===== src/rtl/mult_arbiter.sv =====
// Round-robin arbiter/sequencer sharing one 4-bit shift-add multiplier among N requesters.
// Latches the winner's operands, pulses mul_init, waits for done (with timeout), then acks.
module mult_arbiter #(
  parameter int N       = 4,
  parameter int TIMEOUT = 40
) (
  input  logic           clk,
  input  logic           rst,
  input  logic [N-1:0]   req,
  input  logic [4*N-1:0] md_in,
  input  logic [4*N-1:0] mr_in,
  output logic [N-1:0]   gnt,
  output logic [N-1:0]   ack,
  output logic [7:0]     pp_out,
  output logic           err,
  output logic           busy,
  output logic           mul_init,
  output logic [3:0]     mul_md,
  output logic [3:0]     mul_mr,
  input  logic [7:0]     mul_pp,
  input  logic           mul_done
);

  localparam int unsigned NU = N;
  localparam int IW = (N > 1) ? $clog2(N) : 1;
  localparam int CW = (TIMEOUT > 1) ? $clog2(TIMEOUT) : 1;

  typedef enum logic [2:0] {
    S_IDLE,
    S_GRANT,
    S_INIT,
    S_WAIT,
    S_RESP
  } state_t;

  state_t         state_q, state_d;
  logic [IW-1:0]  ptr_q, ptr_d;
  logic [IW-1:0]  idx_q, idx_d;
  logic [CW-1:0]  cnt_q, cnt_d;
  logic [N-1:0]   gnt_q, gnt_d;
  logic [N-1:0]   ack_q, ack_d;
  logic [7:0]     pp_q, pp_d;
  logic           err_q, err_d;
  logic           busy_q, busy_d;
  logic           init_q, init_d;
  logic [3:0]     md_q, md_d;
  logic [3:0]     mr_q, mr_d;

  logic           win_found;
  logic [IW-1:0]  win_idx;
  logic [IW-1:0]  ptr_next;

  // First requester at or above the pointer, wrapping N-1 -> 0.
  always_comb begin
    win_found = 1'b0;
    win_idx   = '0;
    for (int unsigned i = 0; i < NU; i++) begin
      int unsigned pos;
      pos = (32'(ptr_q) + i) % NU;
      if (!win_found && req[pos]) begin
        win_found = 1'b1;
        win_idx   = IW'(pos);
      end
    end
  end

  assign ptr_next = IW'((32'(idx_q) + 32'd1) % NU);

  always_comb begin
    state_d = state_q;
    ptr_d   = ptr_q;
    idx_d   = idx_q;
    cnt_d   = cnt_q;
    gnt_d   = gnt_q;
    ack_d   = '0;
    pp_d    = pp_q;
    err_d   = err_q;
    busy_d  = busy_q;
    init_d  = 1'b0;
    md_d    = md_q;
    mr_d    = mr_q;

    case (state_q)
      S_IDLE: begin
        if (win_found) begin
          state_d = S_GRANT;
          idx_d   = win_idx;
          gnt_d   = {{(N-1){1'b0}}, 1'b1} << win_idx;
          md_d    = md_in[32'(win_idx)*4 +: 4];
          mr_d    = mr_in[32'(win_idx)*4 +: 4];
          busy_d  = 1'b1;
        end
      end
      S_GRANT: begin
        state_d = S_INIT;
        init_d  = 1'b1;
      end
      S_INIT: begin
        state_d = S_WAIT;
        cnt_d   = '0;
      end
      S_WAIT: begin
        // A done arriving on the same cycle the budget expires still counts as success.
        if (mul_done) begin
          state_d = S_RESP;
          pp_d    = mul_pp;
          err_d   = 1'b0;
          ack_d   = gnt_q;
        end else if (cnt_q == CW'(TIMEOUT - 1)) begin
          state_d = S_RESP;
          pp_d    = '0;
          err_d   = 1'b1;
          ack_d   = gnt_q;
        end else begin
          cnt_d = cnt_q + 1'b1;
        end
      end
      S_RESP: begin
        state_d = S_IDLE;
        ptr_d   = ptr_next;
        gnt_d   = '0;
        busy_d  = 1'b0;
      end
      default: begin
        state_d = S_IDLE;
        gnt_d   = '0;
        busy_d  = 1'b0;
      end
    endcase
  end

  always_ff @(posedge clk or negedge rst) begin
    if (!rst) begin
      state_q <= S_IDLE;
      ptr_q   <= '0;
      idx_q   <= '0;
      cnt_q   <= '0;
      gnt_q   <= '0;
      ack_q   <= '0;
      pp_q    <= '0;
      err_q   <= 1'b0;
      busy_q  <= 1'b0;
      init_q  <= 1'b0;
      md_q    <= '0;
      mr_q    <= '0;
    end else begin
      state_q <= state_d;
      ptr_q   <= ptr_d;
      idx_q   <= idx_d;
      cnt_q   <= cnt_d;
      gnt_q   <= gnt_d;
      ack_q   <= ack_d;
      pp_q    <= pp_d;
      err_q   <= err_d;
      busy_q  <= busy_d;
      init_q  <= init_d;
      md_q    <= md_d;
      mr_q    <= mr_d;
    end
  end

  assign gnt      = gnt_q;
  assign ack      = ack_q;
  assign pp_out   = pp_q;
  assign err      = err_q;
  assign busy     = busy_q;
  assign mul_init = init_q;
  assign mul_md   = md_q;
  assign mul_mr   = mr_q;

endmodule

===== config.mk =====
export PLATFORM = sky130hd
export DESIGN_NAME = mult_arbiter
export DESIGN_NICKNAME = d
export VERILOG_FILES = /design/src/rtl/mult_arbiter.sv
export SDC_FILE = /design/constraint.sdc
export NUM_CORES = 1
export LEC_CHECK = 0
export ABC_AREA = 1
export BUFFER_PORTS_ARGS = -buffer_cell sky130_fd_sc_hd__buf_2
export CORE_MARGIN = 4
export CORE_UTILIZATION = 45
export CTS_CLUSTER_SIZE = 20
export DETAILED_ROUTE_END_ITERATION = 8
export PLACE_DENSITY = 0.73
export SLEW_MARGIN = 40
export SYNTH_ARGS = -nofsm -noshare
export SYNTH_HDL_FRONTEND = slang
export SYNTH_SLANG_ARGS = --single-unit

===== constraint.sdc =====
create_clock -name clk -period 1.93 [get_ports clk]
set_input_delay 0.386 -clock clk [delete_from_list [all_inputs] [get_ports clk]]
set_output_delay 0.386 -clock clk [all_outputs]
set_load 0.05 [all_outputs]

==> results of run 1 <==
-- metal layers --
| layer | track usage (%) | vias up |
|---|---|---|
| met5 | 0 | - |
| met4 | 4.30 | 0 |
| met3 | 4.08 | 4 |
| met2 | 31.4 | 64 |
| met1 | 22.2 | 1015 |
| li1 | - | 1125 |
-- worst register-to-register path: cells and delay by family, from the launching register on --
family	cells	cell delay (ps)
AND/OR/NAND/NOR	13	1040
buffers and inverters	2	340
flip-flops	1	430
-- cells by family after synthesis --
| family | after synthesis |
|---|---|
| buffers and inverters | 36 |
| adders and majority gates | 1 |
| and+or+nand+nor | 191 |
| xor gates and xnor gates | 2 |
| DFF | 40 |
| AOI/OAI and AO/OA | 27 |
-- worst max path at each step --
stage           endpoint  slack [ps]     start
2_1_floorplan  mul_md[0]         230  ptr_q[0]
3_3_place_gp   mul_md[2]          70  ptr_q[0]
3_5_place_dp   mul_mr[3]          30    req[1]
4_1_cts        mul_mr[3]          20  ptr_q[0]
5_1_grt        mul_md[0]         -80  ptr_q[0]
6_report       mul_mr[3]           9  ptr_q[0]
-- sequential cells by signal (all words and copies together), names as in the netlist --
register / cells
ack: 4
busy: 1
cnt_q: 6
err: 1
gnt: 4
idx_q: 2
mul_init: 1
mul_md: 4
mul_mr: 4
pp_out: 8
ptr_q: 2
state_q: 3
-- metrics by stage --
stage	area, um2	utilization [%]	instances	total power (W)
floorplan	2290	-	297	0.00435
global placement	2740	56.8	437	0.00494
detailed placement	2740	56.8	437	0.00500
CTS	2860	59.4	445	0.00574
global route	3130	64.9	455	0.00702
finish	3130	64.9	455	0.00654
-- cell usage after synthesis, types with 3 or more instances --
master,n,area share (%)
sky130_fd_sc_hd__nand2_1,113,19
sky130_fd_sc_hd__buf_6,3,1.5
sky130_fd_sc_hd__a22o_1,8,3.1
sky130_fd_sc_hd__o21ai_0,10,2.2
sky130_fd_sc_hd__a21oi_1,4,0.87
sky130_fd_sc_hd__nand2_2,16,4.4
sky130_fd_sc_hd__nor2_1,20,3.3
sky130_fd_sc_hd__nand3_1,24,5.2
sky130_fd_sc_hd__inv_2,5,0.82
sky130_fd_sc_hd__nand2_4,6,2.9
sky130_fd_sc_hd__nand4_1,3,0.82
sky130_fd_sc_hd__dfrtp_1,40,44
sky130_fd_sc_hd__inv_1,23,3.8
-- area by class of cell --
type                    count  area, um2
clock buffers               6       82.6
multi-input cells         225       1310
clock inverters             2       38.8
fillers                   428       1690
repair buffers             86        490
well taps                  67       83.8
flip-flops and latches     40       1000
inverters                  29        116
-- power by group --
| part | switching (W) | leakage, nW | internal, W | total, W |
|---|---|---|---|---|
| clock network | 0.000306 | 0.0614 | 0.000423 | 0.000729 |
| logic | 0.00303 | 1.17 | 0.00144 | 0.00447 |
| registers | 0.000203 | 0.518 | 0.00114 | 0.00134 |
| total | 0.00354 | 1.75 | 0.00300 | 0.00654 |
-- repair_timing --
item	in CTS	in global routing
setup buffers	0	6
endpoints found under the setup margin	0	10
resized for setup	0	45
==> out/results.txt, run 1 <==
The run finished with clean final reports. Of the total synthesized cell area, the portion taken by AND, OR, NAND and NOR gates is 39.5%. The first global-routing pass estimated 9.03 mm of wire. In this run the tool buffered the top-level ports with 73 buffer cells.

For the netlist area before placement, the log shows 0.00229 mm2. Counting both buffers and inverters, the worst setup path holds a total of 2. The signal on the critical path passes through buf_6 -> nand2_2 -> nand2_2 -> nand2_2 -> nand2_4 -> nor2_2 -> nor2_4 -> buf_6 -> nand2_4 -> nand3_1 -> nand2_2 -> nand2_1 -> nand2_1 -> nand2_1 -> nand2_1. The total power density per cell area is 2090 mW/mm2. The clock root buffer is sky130_fd_sc_hd__clkbuf_8. The cell count after synthesis was 297; the worst-case setup margin in the final layout was 9.38 ps. Derived from the worst setup path, the maximum achievable clock frequency is 521 MHz. The run gives 17.9% as the global routing usage summed across all routing layers. The slowest library cell on the worst path is sky130_fd_sc_hd__dfrtp_1. For the sum of net half-perimeters after detailed placement, the log shows 3.97 mm. The endpoint identified for the worst register-to-register timing path is mul_mr[3]. The total negative slack is 0 ps, and the worst slack on hold paths is 24.6 ps. The xor/xnor cell area share of the yosys netlist works out to 0.765%. The CTS clock-pin slew for the worst setup and hold paths is 90 ps, and the delay of the slowest cell on the worst path is 430 ps. The worst-case IR drop observed on VDD is 1080 uV. Relative to the synthesized area, the layout overhead comes to 36.5%.

The H-tree was split into 2 levels. The cell depth of the worst setup path was 15; the die extent in y was 79.4 um. The worst pin sits at a relative slew slack of 69.4%.

Setup repair after global routing could not meet its margin everywhere. The commonest non-fill, non-tap cell in the layout is sky130_fd_sc_hd__nand2_1. In the final routed layout, each cell accounts on average for 12.9 um.

The count of pins on the block boundary was 74. For this run, asynchronously set or reset flops after synthesis account for 100%. Highest metal layer with signal wires: met4. The initial antenna violation count is 0. The total of flip-flops plus latches after synthesis is 40. Row generation in the floorplan step produced 25 rows. The synthesized area per cell was 7.71 um2. The synthesized design contains 0 enable-type register cells. Across the routed clock network, the largest skew measured is 10.3 ps. Effective utilization at floorplan: 47.6%. The core region area is 0.00482 mm2. The residual DRC count is 0, and the required time of the critical path is 2110 ps.

The count of max-cap constraint violations is 0. Data arrives at the worst endpoint at 2110 ps. The routed via count divided by cell count is 4.85. The logs give 0 for the number of hold buffers added after cts and 30 for the number of distinct library cells after synthesis.

The detailed router placed 2208 vias in this run. The detailed-routed wire length on met2 was 3.01 mm. Sequential cells were found to cover 43.7% of the synthesized design area. Buffers inserted during clock tree synthesis total 5. The final layout contains 435 nets.

After synthesis, the largest family of logic cells by area is simple AND/OR/NAND/NOR gates. For this block, wires on met1 add up to 2.50 mm. For this run, the detailed router's first-pass iteration total came to 4.

The element type at the critical path start is a flop. The total number of yosys warnings was 0. The run gives 0 as the hold violation total from the final report. The total count of max-transition violations in the final report was 0. The smallest clock period supported by the final layout is computed as 1920 ps. Measured along the x axis, the die boundary spans 79.4 um.

The slew at the pin closest to its max-slew limit was 460 ps; the via count of the first global-routing pass was 2082. Most common flop cell mapped by yosys: sky130_fd_sc_hd__dfrtp_1. TritonCTS built the clock tree. The worst setup path is captured at a flop. Setup violations remaining at the end of the flow were counted as 0.

In the detailed route, the total length drawn on met3 is 331 um. Launch instance of the worst register-to-register path: ptr_q[0]. Before CTS, the worst setup slack after placement is 25.6 ps. Type of the worst setup path: flop to flop. The run gives 0 as the remaining global-route overflow. The dominant delay contributor by cell family on the critical path was simple AND/OR/NAND/NOR gates. The number of sinks on the clock net is 40, and the share of post-route cells with drive strength above 1 is 39.9%. The share of the synthesized area in compound gates (AO/OA/AOI/OAI) was 7.76%. The setup check on the worst reg-to-reg path leaves a slack of 9 ps. For the post-detailed-routing wire length, the log shows 5.89 mm. In the layout the commonest cells are sky130_fd_sc_hd__nand2_1 (96), sky130_fd_sc_hd__buf_2 (73), sky130_fd_sc_hd__dfrtp_1 (39). The tools report the number of nets in the synthesized netlist as 345. Length in cells of the worst reg-to-reg path: 15.

Measured against the total synthesized area, the mux share comes to 0%. Routability-driven placement finished with a final weighted congestion of 0.850. The run gives 0.00630 mm2 as the overall die area. The arithmetic-cell share of the synthesized area counting full adders, half adders and majority gates came out at 0.546%. The number of nets with antenna violations after routing was 0. The class of the most critical hold timing path was input pin to async pin. The clock network latency to the later pin of the worst-skew pair is 300 ps, and the maximum number of pins on one net before global-route repair is 24. For this design the static power due to leakage is 1.75 nW.

Dividing the final minimum period by the clock period gives 99.5%. In this run, the number of DRC markers left after iteration 0 of detailed routing was 83. Of all nets on the critical path, the largest fanout is 8.

The repair_antennas step left the layout with diodes totalling 0. The clock passes through at most 2 buffers.
No activity file was read; power rests on OpenSTA's default activity.
==> run 2: changes to the inputs <==
- CORE_UTILIZATION: 45 -> 40
- PLACE_DENSITY: 0.73 -> 0.66
==> run 2 against run 1 <==
Setup slack improved by 19 ps. Sequential power about the same. Clock power increased by 9.5%. Maximum frequency increased by 1.0%. Cell count increased by 2.4%. Sequential share of layout area about the same. Combinational power decreased by 2%. Highest routed layer unchanged. Critical path type unchanged. Clock skew decreased by 5.4 ps. Via count increased by 1.5%. Core utilization decreased by 8.4 points. Cell area increased by 0.12%.
==> out/results.txt, run 2 (synthesis results as in run 1) <==
The length in cells of the worst reg-to-reg path came out at 12 (-3). The growth of design area from synthesis to finish works out to 36.7%. The slew at the pin closest to its max-slew limit is 472 ps (+12.2 ps), and the share of post-route cells with drive strength above 1 is 39.1% (-0.86 points). The sum of net half-perimeters after detailed placement is 4.18 mm (+5.3%), and the hold violation total from the final report is 0 (unchanged).

The run gives 2241 (+1.5%) as the via count. The die width is 83.7 um (+5.5%). Commonest non-fill, non-tap cell in the layout: sky130_fd_sc_hd__nand2_1.

The routed via count divided by cell count is 4.81 (-0.90%), and the initial antenna violation count is 0 (unchanged). Overall die area: 0.00700 mm2 (+11%). Count of max-cap constraint violations: 0 (unchanged). The worst slack on hold paths is 41.8 ps (+17.2 ps). The logs give 41.4% (-6.2 points) for the effective utilization at floorplan and 4.94 ps (-5.41 ps) for the final setup skew. CTS clock-pin slew for the worst setup and hold paths: 80 ps (about the same). The global routing usage summed across all routing layers came out at 16.1% (-1.7 points). Element type at the critical path start: a flop. TritonCTS built the clock tree.

For the number of clock buffers inserted by TritonCTS, the log shows 5 (unchanged). The logs give 0 (unchanged) for the total count of max-transition violations in the final report and 77 (-7.2%) for the number of DRC markers after the initial detailed-route iteration. The cell area reported after detailed placement was 0.00277 mm2 (+1.1%); the clock network latency to the later pin of the worst-skew pair was 290 ps (about the same).

The total power density per cell area was 2090 mW/mm2 (about the same); the count of pins on the block boundary was 74 (unchanged). The post-detailed-routing wire length was 5.99 mm (+1.7%). The library cells used most frequently in the layout, excluding fill and tap cells, are sky130_fd_sc_hd__nand2_1 (105), sky130_fd_sc_hd__buf_2 (73), sky130_fd_sc_hd__dfrtp_1 (38). The routability-driven placement congestion ratio was 0.818 (-3.7%); the sum of internal, switching and leakage power was 0.00655 W (about the same). The required time of the critical path is 2100 ps (about the same).

The number of nets at the end of the flow is 442 (+1.6%), and the headroom to the max-slew limit is 68.5% (-0.82 points). The logs give 0 (unchanged) for the remaining global-route overflow and 0 (unchanged) for the diode insertion count for antenna repair. Number of buffers between clock root and the deepest sink: 2 (unchanged). The largest fanout on the critical path was 8 (unchanged); the final period utilization was 98.5% (-1.0 points). The logs give 0 (unchanged) for the residual DRC count and 56.5% (-8.4 points) for the final standard cell utilization of the core. The run finished with clean final reports. The count of H-tree levels built during CTS is 2 (unchanged), and the routed wire length per instance is 12.9 um (-0.69%).

The minimum clock period after layout was 1900 ps (-19.5 ps). The endpoint kind of the worst setup timing path is a flop. For the final cell count without fillers, the log shows 466 (+2.4%). The count of placed standard cells including taps came out at 445 (+1.8%). The die extent in y came out at 83.7 um (+5.5%). Setup repair after global routing could not meet its margin everywhere. The first-pass iteration count of the detailed router was 4 (unchanged). The class of the most critical hold timing path was input pin to async pin. The type of the worst setup path is flop to flop. The worst endpoint data arrival time is 2070 ps (-40 ps), and the number of sinks on the clock net is 40 (unchanged). The number of nets with antenna violations after routing is 0 (unchanged).

The flip-flop count of the largest register after layout was 8 (unchanged); the number of port buffers was 73 (unchanged). The leakage dissipation is 1.77 nW (+1.2%), and the maximum number of pins on one net before global-route repair is 22 (-8.3%). Number of placement rows: 27 (+8.0%). The number of inserted filler cells in the final layout is 535 (+25%). The maximum clock frequency is 526 MHz (+1.0%), and the wire length of the first global-routing pass is 9.37 mm (+3.7%). The maximum vdd drop was 1030 uV (-4.6%).

The via count of the first global-routing pass is 2096 (+0.67%), and the final design area excluding fillers is 0.00313 mm2 (+0.12%). For the core region area, the log shows 0.00554 mm2 (+15%). The number of failing setup endpoints in the final timing report was 0 (unchanged).

Clock root buffer: sky130_fd_sc_hd__clkbuf_8.
-- run 2: final timing paths --
check                           from         end  slack [ps]
min reg2reg                     busy        busy         480
max reg2reg                 ptr_q[0]    idx_q[0]          30
max                         ptr_q[0]    idx_q[0]          30
min in group clk           mul_pp[0]   pp_out[0]         320
max in group asynchronous        rst    ptr_q[1]        1410
min                              rst  state_q[2]          40
-- run 2: cell type report --
cell class / instances / area [um2] / share of cell area, %
repair buffers: 94 / 568 / 18.1
well taps: 72 / 90.1 / 2.88
flip-flops and latches: 40 / 1000 / 32.0
inverters: 29 / 116 / 3.72
multi-input cells: 224 / 1220 / 39.1
clock buffers: 5 / 68.8 / 2.20
clock inverters: 2 / 60.1 / 1.92
-- run 2: metal layers --
layer | routed length [um] | vias to the layer above | part of all wire, % | GRT usage [%]
met5 | 0 | - | 0 | 0
met4 | 56 | 0 | 0.93 | 3.51
met3 | 279 | 7 | 4.7 | 3.75
met2 | 3020 | 47 | 50 | 27.7
met1 | 2640 | 1054 | 44 | 20.6
li1 | - | 1133 | - | -
-- run 2: critical path: stages, from the launching register on --
cell and delay, ps:
sky130_fd_sc_hd__dfrtp_2 470, sky130_fd_sc_hd__clkinv_4 130, sky130_fd_sc_hd__nand2_2 100, sky130_fd_sc_hd__nand2_4 70, sky130_fd_sc_hd__o21ai_2 230, sky130_fd_sc_hd__inv_1 60
sky130_fd_sc_hd__nand4_1 140, sky130_fd_sc_hd__nand3_2 120, sky130_fd_sc_hd__inv_2 110, sky130_fd_sc_hd__nand2_4 80, sky130_fd_sc_hd__buf_4 140, sky130_fd_sc_hd__nand2_1 50
sky130_fd_sc_hd__o21ai_0 80
-- run 2: timing repair --
item | CTS | global route
resized for setup | 3 | 27
hold buffers | 0 | 0
pin swaps | 1 | 13
buffers inserted | 2 | 9
endpoints found under the setup margin | 6 | 13
gates cloned | 0 | 3
-- run 2: metrics by stage --
stage                     setup slack [ps]  setup TNS [ps]
after global routing                 -80.2            -315
after floorplan                        233               0
after CTS                             1.15               0
after detailed placement             -27.1           -38.9
after global placement                21.9               0
final                                 28.8               0
-- run 2: report_power, final --
group / leakage, nW / internal [W] / switching, W
registers: 0.517 / 0.00114 / 0.000224
clock network: 0.0642 / 0.000509 / 0.000289
logic: 1.19 / 0.00149 / 0.00289
